**config.mk**
```make
export PLATFORM = sky130hd
export DESIGN_NAME = serial_to_parallel_rx
export DESIGN_NICKNAME = d
export VERILOG_FILES = /design/src/rtl/serial_to_parallel_rx.sv
export SDC_FILE = /design/constraint.sdc
export NUM_CORES = 1
export LEC_CHECK = 0
export CELL_PAD_IN_SITES_DETAIL_PLACEMENT = 1
export CELL_PAD_IN_SITES_GLOBAL_PLACEMENT = 2
export CORE_MARGIN = 1.5
export CORE_UTILIZATION = 30
export CTS_CLUSTER_SIZE = 8
export DETAILED_ROUTE_END_ITERATION = 7
export GPL_ROUTABILITY_DRIVEN = 0
export GPL_TIMING_DRIVEN = 0
export PLACE_DENSITY_LB_ADDON = 0.1
export SETUP_SLACK_MARGIN = 0.5
export SLEW_MARGIN = 15
export SYNTH_ARGS = -nofsm -noshare
export SYNTH_HDL_FRONTEND = slang
export SYNTH_SLANG_ARGS = --single-unit
```
**constraint.sdc**
```tcl
create_clock -name clk -period 3.6 [get_ports clk]
set_clock_uncertainty 0.05 [all_clocks]
set_input_delay 0.72 -clock clk [delete_from_list [all_inputs] [get_ports clk]]
set_output_delay 0.72 -clock clk [all_outputs]
set_load 0.05 [all_outputs]
```
**src/rtl/serial_to_parallel_rx.sv**
```systemverilog
// Assembles WIDTH serial bits (MSB first) into a word; out_valid rises the cycle after the last bit edge.
// One-word holding register with valid/ready: a word completing while the register is still full is dropped and flags overrun.
module serial_to_parallel_rx #(
    parameter int WIDTH = 6
) (
    input  logic             clk,
    input  logic             rst,
    input  logic             start,
    input  logic             serial_in,
    input  logic             bit_valid,
    input  logic             out_ready,
    input  logic             clear_err,
    output logic [WIDTH-1:0] out_data,
    output logic             out_valid,
    output logic             busy,
    output logic             overrun,
    output logic             frame_err,
    output logic [7:0]       word_count
);

    localparam int CW = $clog2(WIDTH);

    typedef enum logic {IDLE, SHIFT} state_t;

    state_t           state;
    logic [CW-1:0]    bit_cnt;
    logic [WIDTH-2:0] shift_q;

    logic             last_bit;
    logic             complete;
    logic             handshake;
    logic             load;
    logic             drop;
    logic             abort;
    logic [WIDTH-1:0] next_word;

    // The last bit goes straight from serial_in into the word, so only WIDTH-1 bits are ever stored.
    assign next_word = {shift_q, serial_in};
    assign last_bit  = (bit_cnt == CW'(WIDTH - 1));
    assign complete  = (state == SHIFT) && !start && bit_valid && last_bit;
    assign handshake = out_valid && out_ready;
    assign load      = complete && (!out_valid || handshake);
    assign drop      = complete && out_valid && !out_ready;
    assign abort     = (state == SHIFT) && start && (bit_cnt != '0);
    assign busy      = (state == SHIFT);

    always_ff @(posedge clk) begin
        if (rst) begin
            state      <= IDLE;
            bit_cnt    <= '0;
            shift_q    <= '0;
            out_data   <= '0;
            out_valid  <= 1'b0;
            overrun    <= 1'b0;
            frame_err  <= 1'b0;
            word_count <= 8'd0;
        end else begin
            case (state)
                IDLE: begin
                    if (start) begin
                        state   <= SHIFT;
                        bit_cnt <= '0;
                        shift_q <= '0;
                    end
                end
                SHIFT: begin
                    // start wins over a coincident bit, even the one that would finish the word
                    if (start) begin
                        bit_cnt <= '0;
                        shift_q <= '0;
                    end else if (bit_valid) begin
                        shift_q <= next_word[WIDTH-2:0];
                        if (last_bit) begin
                            state   <= IDLE;
                            bit_cnt <= '0;
                        end else begin
                            bit_cnt <= bit_cnt + CW'(1);
                        end
                    end
                end
                default: begin
                    state   <= IDLE;
                    bit_cnt <= '0;
                end
            endcase

            if (load) begin
                out_data   <= next_word;
                out_valid  <= 1'b1;
                word_count <= word_count + 8'd1;
            end else if (handshake) begin
                out_valid  <= 1'b0;
            end

            // Set events beat clear_err on the same edge.
            if (drop)
                overrun <= 1'b1;
            else if (clear_err)
                overrun <= 1'b0;

            if (abort)
                frame_err <= 1'b1;
            else if (clear_err)
                frame_err <= 1'b0;
        end
    end

endmodule

```
# Yosys cells after proc, flatten, opt, wreduce, memory -nomap -nowiden
# Index checks and enable logic that the tools add are counted.
# word_totals
reg_bits,26
latchBits,0
mem_bits_rw,0
romBits,0
in_bits,7
out_inout_bits,18
word_cells,51
memories,0
# op_classes
n_addsub,2
multipliers,0
div_mod_pow,0
magnitude_cmp,0
eq_ne,3
shift,0
n_mux,19
bitwise,1
reduce_logical,18
# ops
operator,n
$mux 5,3
$mux 3,4
$pmux 5 s2,1
$logic_and 1x1->1,9
$mux 1,9
$add 8x1->8 const B,1
$pmux 3 s2,1
$reduce_bool 2->1,3
$add 3x1->3 const B,1
$eq 3x3->1 const B,1
$logic_not 1->1,3
$ne 3x3->1 const B,1
$reduce_bool 3->1,1
$ne 2x2->1 const B,1
$pmux 1 s2,1
$reduce_and 2->1,1
$logic_or 1x1->1,1
$not 1->1,1

# Logic depth before layout (Yosys ltp)
# depth
word_depth,7
ltp_mapped,6
mapped_depth_nobuf,4

# Worst setup path after synthesis
# No wires, ideal clock.
# synth_path
path_type,register to register
startpoint,register state (netlist: busy)
endpoint,register word_count[5]
arrival_ps,1814
required_time_ps,3480
setup_slack_ps,1666
path_stages_with_launch,6
synth_period_minus_slack_ps,1934
path_cell_list,dfxtp_1 -> buf_4 -> and3_2 -> nand3_2 -> or4_1 -> a21oi_1
# synth_via
elab_chain_cells,4
# synth_rtl
element,line_no,rtl
from (decl),25,state_t state;
from (signal assigned),49,state <= IDLE;
from (signal assigned),61,state <= SHIFT;
from (signal assigned),74,state <= IDLE;
$logic_and 1x1->1 (3 in series),40,assign complete = (state == SHIFT) && !start && bit_valid && last_bit;
$logic_and 1x1->1,42,assign load = complete && (!out_valid || handshake);
to (signal assigned),90,word_count <= word_count + 8'd1;
to (decl),18,output logic [7:0] word_count
# No other way between the ends.
# A chain may end at the register's enable or synchronous reset.

# Final worst setup path
# layout_path
startpoint,register word_count[2]
endpoint,output word_count[2]
# No word-level cell between the ends.

==> impl_metrics.env <==
export IMPL_cts_root_buf="clkbuf_4"
export IMPL_fin_tns_setup_ns=0
export IMPL_fp_dieH_um=62.16
export IMPL_power_density_mw_per_mm2=319.5
export IMPL_diodes=0
export IMPL_rows=21
export IMPL_cp_cell_sequence="clkdlybuf4s50_1"
export IMPL_outcome="finished clean"
export IMPL_grt_pass1_vias=905
export IMPL_track_usage_pct=13.20
export IMPL_cts_tree="yes"
export IMPL_cp_end_kind="primary output"
export IMPL_post_route_min_period_ns=2.374
export IMPL_finalMaxSlewViolations=0
export IMPL_vias=908
export IMPL_nets=151
export IMPL_holdWs_ns=0.4112
export IMPL_drt_pass1_iterations=4
export IMPL_yosysUniqueCellTypes=30
export IMPL_synth_seq_cells=26
export IMPL_ctsHoldBuffers=0
export IMPL_drv_cap=0
export IMPL_rsz0062_at_grt="no"
export IMPL_ys_seq_area_share_pct=49.58
export IMPL_grt_start_max_net_pins=14
export IMPL_via_per_inst=4.856
export IMPL_drtIter0Drc=17
export IMPL_clockBufferDepth=2
export IMPL_clock_sinks=26
export IMPL_hp_start="frame_err"
export IMPL_core_mm2=0.003337
export IMPL_drtAntennaViolNets=0
export IMPL_crit_fanout=6
export IMPL_pre_cts_slack_ns=1.153
export IMPL_cp_top_family="buffers and inverters"
export IMPL_clk_latency_ns=0.30
export IMPL_ctsResizeCount=0
export IMPL_required_ns=2.83
export IMPL_finalSetupViolations=0
export IMPL_final_common_cell="dfxtp_1"
export IMPL_startpoint_type="flop"
export IMPL_reg2reg_slack_ns=1.91
export IMPL_cts_max_level=1
export IMPL_power_total_mw=0.4346
export IMPL_critPathMaxStageDelay_ns=0.84
export IMPL_syn_nets=123
export IMPL_initial_core_util_pct=31.46
export IMPL_path_class="flop to primary output"
export IMPL_ys_top_cells_by_area="dfxtp_1 (50%), a21oi_1 (6.7%), mux2i_1 (6.7%)"
export IMPL_hp_class="flop to flop"
export IMPL_wl_um=2360
export IMPL_crit_slowest_cell="clkdlybuf4s50_1"
export IMPL_min_path_cells=2
export IMPL_yosysWarnings=0
export IMPL_synthCells=115
export IMPL_fin_ws_ns=1.226
export IMPL_io_buffers=23
export IMPL_syn_to_final_growth_pct=29.56
export IMPL_timing_rr_end="word_count[7]"
export IMPL_ios=25
export IMPL_cp_arrival_ns=1.60
export IMPL_routedWlPerCell_um=12.62
export IMPL_hpwl_um=1775
export IMPL_hold_end="frame_err"
export IMPL_tightestPinTransition_ns=0.5089
export IMPL_antenna_found_initial=0
export IMPL_synth_area_mm2=0.001050
export IMPL_min_period_over_period_pct=65.93
export IMPL_grt_pass1_wl_um=4181
export IMPL_static_leakage_power_nw=0.5006
export IMPL_worstReg2RegStart="busy"
export IMPL_gr_total_overflow=0
export IMPL_drive_above_1_share_pct=7.092
export IMPL_dieArea_mm2=0.003863
export IMPL_max_slew_margin_pct=65.97
export IMPL_clock_fmax_mhz=421.3
export IMPL_die_w_um=62.16
export IMPL_final_hold_viol_count=0
export IMPL_final_cell_mix="dfxtp_1 (26), clkdlybuf4s50_1 (23), a21oi_1 (14)"
export IMPL_r2r_cells=5
export IMPL_drc=0
export IMPL_final_util_pct=40.76
export IMPL_critPathBufInv=1
export IMPL_clk_pin_slew_ns=0.13
export IMPL_synth_avg_cell_area_um2=9.128
export IMPL_ir_drop_mv=0.1462
export IMPL_cts_buffers=3
export IMPL_synth_top_cell_by_area="dfxtp_1"
export IMPL_synth_top_area_share_pct=49.58
export IMPL_post_cts_buffers=0
==> cell usage after synthesis <==
master and count:
xor2_1 3, buf_2 1, nor2_1 13, nand2_1 12, nand4bb_1 1, nand3_2 1
nor3_1 1, nand3b_1 1, nor3b_4 1, a21oi_1 14, or2_2 1, nand2b_1 1
a2bb2oi_1 1, or3_1 1, o31ai_1 2, mux2i_1 7, o311ai_0 1, nand4_1 1
buf_4 2, nor2b_1 1, dfxtp_1 26, nand4b_1 1, clkbuf_1 3, inv_1 1
and3_1 1, ha_1 1, o21ai_0 3, or4_1 3, nand3_1 9, and3_2 1
==> flip-flops by register name, summed over array words and instances (netlist names) <==
signal      flops
bit_cnt         3
busy            1
frame_err       1
out_data        6
out_valid       1
overrun         1
shift_q         5
word_count      8
==> worst min-delay path: cells and delay by family, from the launching register on <==
kind | cells | cell delay (ns)
AND/OR/NAND/NOR | 1 | 0.05
AO/OA/AOI/OAI | 1 | 0.05
flip-flops | 1 | 0.33
==> worst max-delay path by stage <==
stage / start / end / slack (ns) / depth (start not counted)
after floorplan: busy / word_count[5] / 1.67 / 5
after global placement: start / word_count[5] / 1.18 / 5
after detailed placement: start / word_count[5] / 1.15 / 5
after CTS: word_count[2] / word_count[2] / 1.20 / 1
after global routing: word_count[2] / word_count[2] / 1.16 / 1
final: word_count[2] / word_count[2] / 1.23 / 1
==> kinds of logic (layout without fill, tap and decap cells) <==
group	after synthesis	count (layout)	synth area share [%]
adder cells (fa/ha/maj)	1	1	1.192
XOR/XNOR	3	3	2.503
AO/OA/AOI/OAI	21	21	11.20
buffers and inverters	7	33	3.336
AND/OR/NAND/NOR	50	50	25.51
flip-flops	26	26	49.58
multiplexers	7	7	6.675
==> area by class of cell <==
cell class | instances | area, um^2
buffer | 6 | 31.28
clock buffer | 3 | 22.52
fill | 412 | 1977
inverter | 1 | 3.754
multi-input combinational | 82 | 494.2
sequential | 26 | 520.5
tap | 46 | 57.56
timing repair buffer | 23 | 230.2
==> stage by stage <==
step / instances / instance area (um^2)
5_1_grt: 187 / 1360
2_1_floorplan: 115 / 1050
4_1_cts: 187 / 1360
6_report: 187 / 1360
3_5_place_dp: 184 / 1338
3_3_place_gp: 184 / 1338
==> power breakdown <==
part	switching, mW	internal (mW)	leakage [nW]
clock network	0.0786	0.0390	0.0138
registers	0.00124	0.289	0.210
logic	0.0159	0.0106	0.277
==> routing by layer <==
layer  vias up  wire length [um]  track usage, %
li1        459                 -               -
met1       433              1066           16.37
met2        14              1202           23.37
met3         2                78           2.717
met4         0                12           3.333
met5         -                 0               0
(Power assumes the default switching activity.)
